<file path="config.mk">
export PLATFORM = sky130hd
export DESIGN_NAME = coproc_result_readout
export DESIGN_NICKNAME = d
export VERILOG_FILES = /design/src/rtl/coproc_result_readout.sv
export SDC_FILE = /design/constraint.sdc
export NUM_CORES = 1
export LEC_CHECK = 0
export CAP_MARGIN = 20
export CORE_ASPECT_RATIO = 0.7
export CORE_MARGIN = 2
export CORE_UTILIZATION = 30
export DETAILED_ROUTE_END_ITERATION = 10
export SYNTH_ARGS = -nofsm -noshare
export SYNTH_HDL_FRONTEND = slang
export SYNTH_SLANG_ARGS = --single-unit
</file>
<file path="constraint.sdc">
create_clock -name clk -period 2.65 [get_ports clk]
set_input_delay 0.265 -clock clk [delete_from_list [all_inputs] [get_ports clk]]
set_output_delay 0.265 -clock clk [all_outputs]
set_load 0.1 [all_outputs]
</file>
<file path="src/rtl/coproc_result_readout.sv">
// Result readout stage: buffers result words in a small FIFO and presents them LSB-first,
// one byte per readout rising edge. Optional greeting mode is compiled in with `define SAYHI_EN.
module coproc_result_readout #(
    parameter int DATA_W = 32,
    parameter int DEPTH  = 2
) (
    input  logic              clk,
    input  logic              rst_n,
    input  logic [DATA_W-1:0] res_data,
    input  logic              res_valid,
    output logic              res_ready,
    input  logic              readout,
    input  logic              sayhi,
    output logic [7:0]        out_byte,
    output logic              out_valid,
    output logic              underrun
);

    localparam int BYTES = DATA_W / 8;
    localparam int IDX_W = (BYTES > 1) ? $clog2(BYTES) : 1;
    localparam int PTR_W = $clog2(DEPTH);
    localparam int CNT_W = PTR_W + 1;
    localparam logic [IDX_W-1:0] LAST_IDX = IDX_W'(BYTES - 1);

    typedef enum logic {
        IDLE    = 1'b0,
        PRESENT = 1'b1
    } state_e;

    state_e              state_q, state_d;
    logic [DATA_W-1:0]   sreg_q, sreg_d;
    logic [IDX_W-1:0]    idx_q, idx_d;
    logic                underrun_q, underrun_d;
    logic                hi_q, hi_d;
    logic [7:0]          out_byte_q, out_byte_d;
    logic                out_valid_q, out_valid_d;
    logic                readout_q;

    logic [DATA_W-1:0]   mem [DEPTH];
    logic [PTR_W-1:0]    wr_ptr_q, rd_ptr_q;
    logic [CNT_W-1:0]    count_q, count_d;

    logic push, pop, rise, empty, full, greet;

    `ifdef SAYHI_EN
    assign greet = sayhi;
    `else
    assign greet = 1'b0;
    wire unused_sayhi = sayhi;
    `endif

    assign empty     = (count_q == '0);
    assign full      = (count_q == CNT_W'(DEPTH));
    assign res_ready = !full;
    assign push      = res_valid && res_ready;
    assign rise      = readout && !readout_q;

    // ---------------- FIFO ----------------
    always_comb begin
        count_d = count_q;
        if (push && !pop)
            count_d = count_q + 1'b1;
        else if (!push && pop)
            count_d = count_q - 1'b1;
    end

    // NOTE: the storage array has no reset; stale contents are unreachable once count is cleared.
    always_ff @(posedge clk) begin
        if (push)
            mem[wr_ptr_q] <= res_data;
    end

    // NOTE: sequential state uses non-blocking assignments so every register samples pre-edge values.
    always_ff @(posedge clk or negedge rst_n) begin
        if (!rst_n) begin
            wr_ptr_q  <= '0;
            rd_ptr_q  <= '0;
            count_q   <= '0;
            readout_q <= 1'b0;
        end else begin
            if (push) wr_ptr_q <= wr_ptr_q + 1'b1;
            if (pop)  rd_ptr_q <= rd_ptr_q + 1'b1;
            count_q   <= count_d;
            readout_q <= readout;
        end
    end

    // ---------------- FSM: state register ----------------
    always_ff @(posedge clk or negedge rst_n) begin
        if (!rst_n) begin
            state_q     <= IDLE;
            sreg_q      <= '0;
            idx_q       <= '0;
            underrun_q  <= 1'b0;
            hi_q        <= 1'b0;
            out_byte_q  <= 8'h00;
            out_valid_q <= 1'b0;
        end else begin
            state_q     <= state_d;
            sreg_q      <= sreg_d;
            idx_q       <= idx_d;
            underrun_q  <= underrun_d;
            hi_q        <= hi_d;
            out_byte_q  <= out_byte_d;
            out_valid_q <= out_valid_d;
        end
    end

    // ---------------- FSM: next state ----------------
    // NOTE: every comb output gets a default first so no path leaves it unassigned (no latches).
    always_comb begin
        state_d    = state_q;
        sreg_d     = sreg_q;
        idx_d      = idx_q;
        underrun_d = underrun_q;
        hi_d       = greet ? hi_q : 1'b0;
        pop        = 1'b0;
        case (state_q)
            IDLE: begin
                if (!empty) begin
                    pop     = 1'b1;
                    sreg_d  = mem[rd_ptr_q];
                    idx_d   = '0;
                    hi_d    = 1'b0;
                    state_d = PRESENT;
                end else if (rise) begin
                    if (greet) hi_d = !hi_q;
                    else       underrun_d = 1'b1;
                end
            end
            PRESENT: begin
                if (rise) begin
                    if (idx_q != LAST_IDX) begin
                        sreg_d = sreg_q >> 8;
                        idx_d  = idx_q + 1'b1;
                    end else if (!empty) begin
                        // Back-to-back words: reload on the same edge to avoid an IDLE gap.
                        pop    = 1'b1;
                        sreg_d = mem[rd_ptr_q];
                        idx_d  = '0;
                    end else begin
                        state_d = IDLE;
                    end
                end
            end
        endcase
    end

    // ---------------- FSM: outputs (computed from next state, then registered) ----------------
    always_comb begin
        out_valid_d = (state_d == PRESENT);
        if (state_d == PRESENT)
            out_byte_d = sreg_d[7:0];
        else if (greet)
            out_byte_d = hi_d ? 8'h49 : 8'h48;
        else
            out_byte_d = 8'h00;
    end

    assign out_byte  = out_byte_q;
    assign out_valid = out_valid_q;
    assign underrun  = underrun_q;

endmodule

</file>
# After elaboration in Yosys (flattened, before gate mapping)

Memory sizes are Yosys's and may differ from the RTL's.
Index checks and enable logic that the tools add are counted.

Register bits after elaboration: 49
Bits in writable memories: 64
Output and inout port bits: 11
Logic and storage cells: 51
Memories kept: 1

Memory list:

| memory | depth | width | rd ports | clocked after memory_dff | wr ports | RTL line | text |
|---|---|---|---|---|---|---|---|
| mem    | 2     | 32    | 1        | 0                        | 1        | 39       | `logic [DATA_W-1:0] mem [DEPTH];` |

$add $sub $neg: 5
Equality and inequality tests: 3
Multiplexer cells: 20
Bitwise gates (word level): 1
Reduce and logical (&&, ||, !) cells: 11

Operators with widths:

| kind                | count |
|---|---|
| $mux 32             | 3 |
| $pmux 32 s2         | 1 |
| $mux 2              | 5 |
| $mux 8              | 1 |
| $mux 1              | 7 |
| $add 2x1->2 const B | 2 |
| $logic_and 1x1->1   | 4 |
| $logic_not 1->1     | 4 |
| $pmux 1 s2          | 2 |
| $pmux 2 s2          | 1 |
| $reduce_and 3->1    | 1 |
| $add 1x1->1 const B | 2 |
| $eq 2x2->1 const B  | 1 |
| $logic_not 2->1     | 1 |
| $ne 2x1->1 const B  | 1 |
| $ne 2x2->1 const B  | 1 |
| $reduce_bool 2->1   | 1 |
| $sub 2x1->2 const B | 1 |
| $not 1->1           | 1 |

# Depth between registers and ports, before layout

Gate-level depths: netlist of run 1.

Depth after elaboration: 8
Mapped depth: 9
Gate-level depth less buffers: 8

# Worst setup path before layout of run 1

No wires, ideal clock.

Path kind: register to register
Start: reg count_q[0]
End: mem mem[0][0] (enable)
Arrival: 2.860 ns
Required time: 2.229 ns
Setup slack: -0.632 ns
Cell stages (with the launch flop): 4
Path buffers: 0
Clock period less this slack: 3.282 ns
Cells stage by stage: dfrtp_1 > nand2b_1 > nand2_1 > nor2_1

Cells in the longest elaborated chain, start to end: 5

Ends and longest elaborated chain:

| element                      | RTL line | text |
|---|---|---|
| from (decl)                  | 41       | `logic [CNT_W-1:0] count_q, count_d;` |
| from (signal assigned)       | 83       | `count_q <= count_d;` |
| $eq 2x2->1                   | 53       | `assign full = (count_q == CNT_W'(DEPTH));` |
| $logic_not 1->1              | 54       | `assign res_ready = !full;` |
| named net res_ready          | 11       | `output logic res_ready,` |
| $logic_and 1x1->1            | 55       | `assign push = res_valid && res_ready;` |
| $mux 1                       | 69       | `if (push)` |
| $mux 1 (implied by the code) | 70       | `mem[wr_ptr_q] <= res_data;` |
| to (decl)                    | 39       |  |

The timed path passes the listed nets, and every way through them passes these cells.

# Worst setup path in the final report of run 1

Start: reg idx_q[0]
End: reg out_byte_q[3] (netlist: out_byte[3])

Cells in the longest elaborated chain, start to end: 5

Ends and longest elaborated chain:

| element                                   | RTL line | text |
|---|---|---|
| from (decl)                               | 32       | `logic [IDX_W-1:0] idx_q, idx_d;` |
| from (signal assigned)                    | 101      | `idx_q <= idx_d;` |
| $ne 2x2->1 *                              | 133      | `if (idx_q != LAST_IDX) begin` |
| $mux 32 or $mux 1 (tied branches)         | 133      |  |
| $mux 32 or $mux 1 (tied branches)         | 132      | `if (rise) begin` |
| $pmux 32 s2 or $pmux 1 s2 (tied branches) | 118      | `case (state_q)` |
| $mux 8 *                                  | 152      | `if (state_d == PRESENT)` |
| named net out_byte_d[3]                   | 35       | `logic [7:0] out_byte_q, out_byte_d;` |
| to (signal assigned)                      | 104      | `out_byte_q <= out_byte_d;` |
| to (decl)                                 | 35       |  |

Mark *: on every way through the listed nets, which the timed path passes. The rest lies on a longest branch. The select of a mux whose other input is x is not followed.
A chain may end at the register's enable or synchronous reset.

==> results.toml, run 1 <==
[clock_tree]
cts_sinks = 113
root_buffer = "clkbuf_16"
clk_pin_slew_worst_paths_ps = 50
clk_latency_ps = 410
cts_made_buffers = 17
cts_resized = 0
clock_path_buffers = 2
cts_tree = "yes"
htree_levels = 4

[status]
outcome = "finished clean"

[logic_synthesis]
yosys_most_used_dff = "edfxtp_1"
synth_top_area_cell = "edfxtp_1"
ys_seq_elements = 113
syn_avg_cell_area_um2 = 15.6
synthDistinctLibCells = 33
synth_top_area_share_pct = 42.1
syn-instance-count = 293
synth_area_mm2 = 0.00457
synth_edf_count = 64
synth_common_cells = "edfxtp_1 (64), dfrtp_1 (49), mux2_2 (24), mux2i_1 (24)"
synth_nets = 332
async_reset_ff_share_pct = 43.4
ys_warn_count = 0
ys_top_cells_by_area = "edfxtp_1 (42%), dfrtp_1 (27%), mux2_2 (5.9%)"
synth_most_common_cell = "edfxtp_1"
synth.yosys.seq_area_share_pct = 68.9

[drt]
vias = 2676
routed_wl_mm = 9.53
drt-pass1-iter-count = 4
vias_per_cell = 4.79
avgRoutedWirePerCell_um = 17.0
ant_nets = 0
drc = 0
drtIter0Drc = 189

[setup_path]
r2r_slack_ps = 790
cp.arrival_ps = 2140
cp-startpoint = "idx_q[0]"
crit_path_end_kind = "flop"
path_class = "reg -> reg"
critPathRequiredTime_ps = 2940
worstPathMaxFanout = 18
r2r-start = "idx_q[0]"
crit_end = "out_byte[3]"
start_kind = "flop"
reg2reg_depth = 5
regToRegEndpoint = "out_byte[3]"

[place]
port_buffers = 46
dp_hpwl_mm = 6.19
gp_congestion = 0.749

[finish]
final_nets = 390
area_growth_pct = 28.0
n_antenna_cell = 0
drive_above_1_share_pct = 24.2

[power_and_ir_drop]
power_uw = 7240
vdd_ir_drop_max_mv = 0.544
leakagePower_uw = 0.00236
power_per_cell_area_mw_per_mm2 = 1240

[timing]
period_minus_slack_ps = 1860
setup_tns_ps = 0
slew_viol_final = 0
whs_ps = 437
fin_crit_sh_pct = 70.1
slew-limit-headroom_pct = 46.9
fin_skew_ps = 3.94
hold_viol_final = 0
rsz0062_at_grt = "false"
fmax_ghz = 0.538
setup_violations = 0
worst_pin_slew_ps = 796

[floorplan]
ios = 48
start_util_pct = 30.8
die_h_um = 107
dieArea_mm2 = 0.0163
die_w_um = 152
rows = 37
core_mm2 = 0.0148

[global_routing]
grt_max_degree = 35
antenna_found_initial = 0
grt_pass1_vias = 2802
grt_pass1_wl_mm = 15.3
grtUsageTotal_pct = 12.8
globalRouteOverflowTotal = 0

[hold_path]
min_from = "readout"
hold_path_class = "in -> reg"

[job]
drv_cap = 0
==> area by class of cell <==
class | instances | area, um2
Clock buffer | 24 | 536
Tap cell | 195 | 244
Inverter | 12 | 45.0
Clock inverter | 8 | 68.8
Timing Repair Buffer | 59 | 566
Sequential cell | 113 | 3150
Fill cell | 1383 | 8960
Multi-Input combinational cell | 148 | 1240
==> state kept, by name, summed over array words and instances, names as in the netlist <==
name,count
underrun,1
readout_q,1
out_byte,8
out_valid,1
count_q,2
idx_q,2
sreg_q,32
mem,64
wr_ptr_q,1
rd_ptr_q,1
==> worst max-delay path: stages, from the launching register on <==
cell	delay, ps
dfrtp_1	390
ha_1	240
nand2b_1	150
a22o_1	380
buf_12	220
a221oi_1	350
==> cell usage in the layout (no fill, tap or decap), types with 2 or more instances in the layout <==
master / Yosys / routed
xnor2_1: 2 / 2
a221oi_1: 15 / 15
inv_1: 12 / 12
ha_1: 2 / 2
mux2i_1: 24 / 24
edfxtp_1: 64 / 64
nand2_1: 3 / 3
mux2_2: 24 / 24
clkbuf_16: 0 / 20
buf_12: 1 / 3
dfrtp_1: 49 / 49
a22o_1: 9 / 9
nor2_1: 12 / 11
xor2_1: 3 / 3
buf_4: 2 / 20
clkbuf_8: 0 / 2
nand2b_1: 3 / 3
clkdlybuf4s50_1: 0 / 34
o22ai_1: 16 / 16
a22oi_1: 16 / 16
or2_2: 7 / 7
clkinv_2: 0 / 5
clkbuf_1: 4 / 2
==> worst min-delay path by stage <==
stage	endpoint	cells after the start	slack [ps]
after global routing	mem[1][20]	1	430
after floorplan	count_q[0]	0	-30
final	readout_q	1	440
after CTS	mem[1][20]	1	420
after global placement	out_byte[4]	1	380
after detailed placement	out_byte[4]	1	390
==> per-layer routing <==
layer	vias to the layer above	global-route usage (%)	wire length [um]
met5	-	0	0
met4	0	5.16	149
met3	15	3.64	598
met2	74	18.6	4210
met1	1335	18.0	4570
li1	1252	-	-
==> cell families (layout without fill, tap and decap cells) <==
kind of cell    count (synthesis)  after routing  synth area share [%]
fa+ha+maj                       2              2                 0.548
compound gates                 61             61                  10.6
buf+inv                        32            103                  4.05
mux                            48             48                  11.2
simple gates                   32             32                  3.75
flops                         113            113                  68.9
xor+xnor                        5              5                 0.959
==> what timing repair did <==
item | CTS | global route
hold endpoints to repair | 32 | 0
setup buffers | 0 | 0
hold buffers | 1 | 0
==> where the power goes <==
group	leakage (uW)	internal, uW	switching [uW]	total, uW
Sequential	0.00115	2450	283	2730
Clock	0.000301	1500	774	2270
Combinational	0.000901	867	1370	2230
Total	0.00236	4810	2420	7240
==> metrics by stage <==
stage          utilization, %  setup slack (ps)  instance area (um2)  instances
4_1_cts                  39.5               790                 5850        559
3_5_place_dp             35.3               699                 5240        526
5_1_grt                  39.5               693                 5850        559
6_report                 39.5               791                 5850        559
3_3_place_gp             35.3               678                 5240        526
2_1_floorplan               -              70.2                 4580        293
Note: power is estimated with default switching activity, not from simulation.
==> inputs of run 2 (changes only) <==
- clock period: 2.65 -> 1.6 ns (I/O delays scaled with it)
==> run 2 against run 1 <==
The run now ends with setup timing left. Largest cell class unchanged. Clock-buffer cell count shrank 5. Combinational power is 110% higher. Sequential cell count unchanged. Non-clock buffer count is 13 higher. Clock power increased by 77%. Wire length rose by 8.1%. Cell count up 2.3%. Critical path type unchanged. Setup slack worse by 790 ps. Highest routed layer unchanged. Worst hold slack worse by 180 ps. First-iteration DRC count increased by 16%. Via count increased by 4.5%. Core utilization increased by 3.6 points.
==> results.toml, run 2 (same netlist as run 1, synthesis figures left out) <==
[setup_path]
worstPathMaxFanout = 8
path_class = "reg -> reg"
crit_path_end_kind = "flop"
critPathMaxStageDelay_ps = 380
crit_path_top_delay_cell = "dfrtp_1"
start_kind = "flop"
crit_chain = "ha_2 > nand2b_1 > a22o_4 > clkbuf_16 > a221oi_1"
critPathRequiredTime_ps = 1900
cp.arrival_ps = 1900

[timing]
fmax_ghz = 0.624
hold_viol_final = 0
setup_ws_ps = -2.09
whs_ps = 258
fin_skew_ps = 8.45
slew_viol_final = 0
rsz0062_at_grt = "true"
slew-limit-headroom_pct = 61.8
setup_tns_ps = -2.09
period_minus_slack_ps = 1600
worst_pin_slew_ps = 573
setup_violations = 1
fin_crit_sh_pct = 100

[finish]
area_growth_pct = 39.7
finalInstanceArea_mm2 = 0.00638
final_util_pct = 43.1
drive_above_1_share_pct = 32.6
largest_reg_flops = 64
layout_commonest_cell = "edfxtp_1"
n_antenna_cell = 0
multi_input_area_mm2 = 0.00141
final_nets = 403
fillCellCount = 1335
final_cell_mix = "edfxtp_1 (64), dfrtp_1 (48), clkdlybuf4s50_1 (34)"
largest-register = "mem"
regArea_mm2 = 0.00315

[floorplan]
die_w_um = 152
rows = 37
die_h_um = 107
start_util_pct = 30.8
core_mm2 = 0.0148
dieArea_mm2 = 0.0163
ios = 48

[power_and_ir_drop]
vdd_ir_drop_max_mv = 1.16
power_uw = 13200
switching_share_pct = 32.8
switching_power_uw = 4340
p_int_uw = 8890
p_seq_share_pct = 34.7
p_clk_share_pct = 30.3
leakagePower_uw = 0.00255
pwr-share-comb_pct = 35.0
power_per_cell_area_mw_per_mm2 = 2070

[place]
port_buffers = 46
detailed_place.area_mm2 = 0.00553
dp_hpwl_mm = 6.61
gp_congestion = 0.734

[clock_tree]
root_buffer = "clkbuf_16"
cts_tree = "yes"
cts_made_buffers = 17
htree_levels = 4
cts_sinks = 113
clock_path_buffers = 2
clk_pin_slew_worst_paths_ps = 50
clk_latency_ps = 400

[drt]
routed_wl_mm = 10.3
vias_per_cell = 4.89
drtIter0Drc = 219
drt-pass1-iter-count = 4
avgRoutedWirePerCell_um = 18.0
vias = 2797
drc = 0
ant_nets = 0

[status]
violations = "setup timing"
outcome = "finished, violations left"

[global_routing]
grt_pass1_vias = 2883
antenna_found_initial = 0
globalRouteOverflowTotal = 0
grt_pass1_wl_mm = 15.7
grt_max_degree = 28
grtUsageTotal_pct = 13.2

[hold_path]
hold_path_class = "in -> async"

[job]
drv_cap = 0
[run 2: cell count changes in the layout (fill, tap and decap cells not counted), moves of 3 or more]
cell,delta
buf_12,+15
buf_4,-8
a221oi_2,+13
a221oi_1,-14
clkinv_1,+3
bufinv_16,+4
[run 2: layout make-up]
type	count	area share, %
Timing Repair Buffer	72	14.2
Clock inverter	13	3.02
Sequential cell	113	49.4
Tap cell	195	3.82
Clock buffer	19	6.78
Multi-Input combinational cell	148	22.0
Inverter	12	0.745
[run 2: final timing paths]
check / cells past startpoint / to / start / slack [ps]
min in group clk: 1 / readout_q / readout / 300
hold / removal: 2 / wr_ptr_q / rst_n / 260
hold reg to reg: 1 / idx_q[1] / idx_q[1] / 510
max in group asynchronous: 3 / sreg_q[15] / rst_n / 700
setup / recovery: 5 / sreg_q[5] / idx_q[1] / -2
setup reg to reg: 5 / sreg_q[5] / idx_q[1] / -2
[run 2: repair_timing]
item	CTS	global route
resized for setup	3	25
setup endpoints to repair	7	41
cloned	0	2
pin swaps	1	7
setup buffers	1	1
hold buffers	1	0
hold endpoints to repair	19	0
[run 2: critical path: cells and delay by family, from the launching register on]
family,cells,cell delay [ps]
compound gates,2,570
flops,1,380
fa+ha+maj,1,210
buf+inv,1,180
simple gates,1,160
[run 2: layer usage]
metal	track usage [%]	routed length, um	share of wire [%]	up-vias
li1	-	-	-	1272
met1	18.7	5110	50	1454
met2	18.8	4690	46	62
met3	4.03	388	3.8	9
met4	5.69	106	1.0	0
met5	0	0	0	-
[run 2: stage by stage]
step	setup slack, ps	std cells
after global routing	-103	572
after CTS	3.40	569
final	-2.09	572
after global placement	-116	535
after floorplan	-236	293
after detailed placement	-144	535
[run 2: power groups by stage]
| stage | Sequential [uW] | Combinational (uW) | Clock (uW) |
|---|---|---|---|
| 2_1_floorplan | 5170 | 2230 | 0 |
| 3_3_place_gp | 4590 | 4240 | 0 |
| 3_5_place_dp | 4630 | 4340 | 0 |
| 4_1_cts | 4580 | 4390 | 4090 |
| 5_1_grt | 4680 | 4930 | 4220 |
| 6_report | 4590 | 4630 | 4010 |
==> inputs of run 3 (changes only) <==
- clock period: 1.6 -> 1.7 ns (I/O delays scaled with it)
==> run 3 against run 2 <==
The run now ends clean. Via count down 3.5%. Highest routed layer unchanged. Critical endpoint is now count_q[1]. Wire length shrank 8.8%. Fmax shrank 0.90%. Worst hold slack lost 31 ps. Core utilization is 2.9 points lower.
==> results.toml, run 3 (same netlist as run 1, synthesis figures left out) <==
[clock_tree]
htree_levels = 4
clk_latency_ps = 400
clock_path_buffers = 2
cts_sinks = 113
clk_pin_slew_worst_paths_ps = 50
root_buffer = "clkbuf_16"
cts_made_buffers = 17
cts_tree = "yes"

[global_routing]
grtUsageTotal_pct = 12.5
grt_pass1_wl_mm = 15.0
grt_max_degree = 27
antenna_found_initial = 0
use_met1_pct = 17.1
use_met2_pct = 18.3
grtUsageMet3_pct = 3.47
grt_pass1_vias = 2807
globalRouteOverflowTotal = 0
busiest_layer = "met2"

[setup_path]
crit_path_end_kind = "flop"
critPathMaxStageDelay_ps = 370
crit_chain = "ha_2 > nand3b_1 > a21oi_4 > inv_4 > ha_4 > xor2_1 > nor2_1 > xor2_1"
path_class = "reg -> reg"
cp.arrival_ps = 1940
crit_buf_inv = 1
r2r_slack_ps = 80
regToRegEndpoint = "count_q[1]"
crit_family = "flip-flops"
critPathRequiredTime_ps = 2030
r2r-start = "idx_q[0]"
crit_path_top_delay_cell = "dfrtp_1"
crit_path_frequent_cell = "xor2_1"
worstPathMaxFanout = 4
reg2reg_depth = 8
start_kind = "flop"

[finish]
drive_above_1_share_pct = 27.7
layout_commonest_cell = "edfxtp_1"
n_antenna_cell = 0
final_nets = 398
stdcell_count = 567
largest_reg_flops = 64
largest-register = "mem"
area_growth_pct = 30.4
final_cell_mix = "edfxtp_1 (64), dfrtp_1 (48), clkdlybuf4s50_1 (34)"

[drt]
avgRoutedWirePerCell_um = 16.6
routed_wl_mm = 9.40
vias_per_cell = 4.76
vias = 2699
drc = 0
ant_nets = 0
drt-pass1-iter-count = 4
drtIter0Drc = 151

[floorplan]
start_util_pct = 30.8
dieArea_mm2 = 0.0163
die_w_um = 152
die_h_um = 107
ios = 48
rows = 37
core_mm2 = 0.0148

[power_and_ir_drop]
power_uw = 11100
vdd_ir_drop_max_mv = 0.887
leakagePower_uw = 0.00238
power_per_cell_area_mw_per_mm2 = 1870

[place]
dpl.cell_count = 533
port_buffers = 46
dp_hpwl_mm = 6.33
gp_congestion = 0.747

[timing]
hold_viol_final = 0
rsz0062_at_grt = "false"
fmax_ghz = 0.619
slew-limit-headroom_pct = 63.7
fin_crit_sh_pct = 95.1
worst_pin_slew_ps = 544
setup_violations = 0
slew_viol_final = 0
period_minus_slack_ps = 1620
fin_skew_ps = 11.4

[job]
drv_cap = 0

[status]
outcome = "finished clean"

[hold_path]
hold_path_class = "in -> async"
run 3: changes by cell type in the layout (fill, tap and decap cells not counted), moves of 3 or more:
cell        previous run  this run
a221oi_1               1        10
buf_4                 12        24
bufinv_16              5         1
a221oi_2              14         6
buf_12                18         7
clkinvlp_4             1         4
run 3: report_power, final:
group          switching, uW  leakage, uW  internal (uW)
Combinational           2230     0.000974           1510
Clock                   1170     0.000246           1970
Sequential               427      0.00115           3810
run 3: worst max-delay path by stage:
stage / depth (start not counted) / slack, ps / end / start
2_1_floorplan: 8 / -140 / count_q[1] / out_valid
3_5_place_dp: 8 / -90 / count_q[1] / readout
3_3_place_gp: 8 / -70 / count_q[1] / readout
4_1_cts: 5 / 10 / out_byte[3] / idx_q[0]
5_1_grt: 8 / 7 / count_q[1] / idx_q[0]
6_report: 8 / 80 / count_q[1] / idx_q[0]
run 3: layout make-up:
| cell class | count | area, um2 |
|---|---|---|
| fillers | 1389 | 8850 |
| multi-input cells | 148 | 1310 |
| clock buffers | 19 | 433 |
| well taps | 195 | 244 |
| repair buffers | 67 | 676 |
| clock inverters | 13 | 97.6 |
| flip-flops and latches | 113 | 3150 |
| inverters | 12 | 47.5 |
run 3: per-stage QoR:
stage	setup TNS [ps]	setup slack (ps)	area (um2)	hold WS, ps	utilization (%)
2_1_floorplan	-2440	-136	4630	-126	-
3_3_place_gp	-66.5	-66.5	5380	95.7	36.3
3_5_place_dp	-102	-93.3	5380	99.5	36.3
4_1_cts	0	11.2	5920	216	39.9
5_1_grt	0	6.67	5960	247	40.2
6_report	0	83.3	5960	227	40.2
run 3: routing by layer:
metal | part of all wire (%) | vias to the layer above
li1 | - | 1268
met4 | 0.51 | 0
met3 | 6.0 | 4
met2 | 45 | 65
met5 | 0 | -
met1 | 48 | 1362
run 3: worst register-to-register path: cells and delay by family, from the launching register on:
kind                       cells  cell delay (ps)
AOI/OAI and AO/OA              1              220
xor gates and xnor gates       2              280
adders and majority gates      2              360
buffers and inverters          1               50
DFF                            1              370
and+or+nand+nor                2              270
run 3: what timing repair did:
action	in CTS	in global routing
hold buffers	1	0
buffers inserted	0	1
setup endpoints to repair	0	11
hold endpoints to repair	37	0
gates resized for setup	0	6
==> variant, RTL diff (config.mk and constraints of run 3) <==
The option `SAYHI_EN` is turned on by a define.
--- a/src/rtl/coproc_result_readout.sv
+++ b/src/rtl/coproc_result_readout.sv
@@ -2,2 +2,4 @@
 // one byte per readout rising edge. Optional greeting mode is compiled in with `define SAYHI_EN.
+`define SAYHI_EN
+
 module coproc_result_readout #(
Check against the original RTL: not equivalent (Yosys sat finds a counterexample within 4 cycles, from zero or initial values and one cycle with rst_n low).
==> variant against run 3 <==
- combinational power is 3% lower
- sequential share of layout area fell by 0.37 points
- worst setup slack improved by 3.0 ps
- area after synthesis is 2.1% lower
- design area increased by 1.6%
- sequential cell count is 1 higher
- total power grew 3.7%
- clock skew up 3.0 ps
- routed wire length down 1.2%
- global-route usage up 0.35 points
==> variant: results (changes against run 3) <==
Finish
  – Final net count: 425 (+6.8%)
  – Final instance area: 0.00605 mm2 (+1.6%)
  – Largest Register: mem
  – Layout cells sized above 1: 20.6% (-7.1 points)
  – Fillers: 1,391 (+0.14%)

Logic synthesis
  – Seq cells post-synth: 114 (+0.88%)
  – Top post-synthesis cells by area: edfxtp_1 (43%), dfrtp_1 (28%), mux2i_1 (7.2%), a21oi_1 (2.9%), o21ai_0 (2.9%)
  – Synth cell count leaders: edfxtp_1 (64), dfrtp_1 (50), mux2i_1 (32)
  – Syn nets: 350 (+5.4%)
  – Synth unique cells: 37 (+12%)
  – Post-synth EDFFs: 64 (unchanged)
  – Register area share after synthesis: 71.0% (+2.1 points)
  – Post-synthesis async set-or-reset flop share: 43.9% (+0.50 points)
  – Post-synth top flop: edfxtp_1

Detailed routing
  – DRT iter0 DRCs: 112 (-26%)
  – Vias: 2,750 (+1.9%)
  – Avg WL per Cell: 15.6 um (-5.7%)

Timing
  – Worst Tran Pin Value: 481 ps (-62.3 ps)
  – Hold Slack: 264 ps (+36.9 ps)
  – Clock skew: 14.4 ps (+2.96 ps)

Worst setup path
  – Reg-to-reg critical path startpoint: idx_q[1]$_DFFE_PN0P_
  – Worst-path fanout max: 5 (+1)
  – Crit path arrival time: 1920 ps (-20 ps)
  – Reg2reg path depth: 7 (-1)
  – Reg2reg end: out_byte[7]$_DFF_PN0_

Global routing
  – Total GRT Usage: 12.9% (+0.35 points)
  – Vias in the first global route: 2,862 (+2.0%)
  – First-pass GRT wire length: 15.0 mm (about the same)
  – Largest net degree at the start of global routing: 33 (+22%)
  – Antenna violations before repair: 0 (unchanged)

Power and ir drop
  – Peak supply drop: 0.00100 V (+13%)
  – P_leak: 2.44 nW (+2.7%)

Status
  – Status: finished clean

Clock network
  – Maximum clock path buffer count: 2 (unchanged)

Placement
  – RePlAce Congestion: 0.781 (+4.5%)
  – HPWL after detailed placement: 6.15 mm (-2.9%)
  – Post-placement cell area: 0.00540 mm2 (+0.37%)
  – Port Buf Inserts: 47 (+2.2%)
==> variant: cell count changes after synthesis, sizes merged, moves of 8 or more <==
cell	run 3	this run
nand2	3	12
or2	9	1
a221oi	16	0
mux2i	24	32
inv	12	3
a21oi	1	26
o21ai	0	27
nor2	12	28
mux2	24	0
==> variant: final cells by class <==
cell class | count | share of cell area [%]
repair buffers | 72 | 12.9
well taps | 195 | 4.03
clock inverters | 12 | 2.71
inverters | 3 | 0.227
multi-input cells | 178 | 20.4
flip-flops and latches | 114 | 52.5
clock buffers | 20 | 7.22
==> variant: stage by stage <==
stage	TNS (ps)	cells	worst slack (ps)
final	0	594	86.3
after detailed placement	-311	558	-117
after CTS	0	593	20.1
after global placement	-101	558	-92.0
after floorplan	-3890	311	-132
after global routing	0	594	19.9
==> variant: timing repair <==
item                                    4_1_cts  5_1_grt
hold buffers                                  1        0
endpoints found under the setup margin        5       10
resized for setup                             0        2
buffers inserted                              2        1
hold endpoints to repair                     18        0
pin swaps                                     1        5
==> variant: worst max path at each step <==
stage,start,end,slack [ps],cells after the start
6_report,idx_q[1]$_DFFE_PN0P_,out_byte[7]$_DFF_PN0_,90,7
5_1_grt,idx_q[1]$_DFFE_PN0P_,count_q[1]$_DFFE_PN0P_,20,9
4_1_cts,idx_q[0]$_DFFE_PN0P_,out_byte[7]$_DFF_PN0_,20,7
3_5_place_dp,readout,count_q[1]$_DFFE_PN0P_,-120,9
3_3_place_gp,readout,count_q[1]$_DFFE_PN0P_,-90,9
2_1_floorplan,out_valid$_DFF_PN0_,count_q[1]$_DFFE_PN0P_,-130,8
==> variant: cell families after synthesis <==
logic type / after synthesis / synth area share, %
simple gates: 50 / 5.43
flops: 114 / 71.0
fa+ha+maj: 2 / 0.560
compound gates: 88 / 12.2
buf+inv: 19 / 2.52
xor+xnor: 6 / 1.18
mux: 32 / 7.16
==> variant: worst max-delay path, cell delays in order (launching register included) <==
cell,delay (ps)
dfrtp_1,390
ha_2,190
nand2b_2,170
buf_4,150
a22oi_4,150
buf_12,140
o22ai_2,80
a211oi_1,240
==> variant: where the power goes <==
part / switching, W / leakage (nW) / internal (W)
combinational: 0.00225 / 0.923 / 0.00137
sequential: 0.000455 / 1.22 / 0.00383
clock: 0.00120 / 0.293 / 0.00243
total: 0.00390 / 2.44 / 0.00763
==> variant: per-layer routing <==
layer,vias to the layer above,global-route usage (%),wire [um]
li1,1315,-,-
met1,1359,17.5,4440
met2,66,18.8,4280
met3,10,4.81,466
met4,0,4.72,98
met5,-,0,0
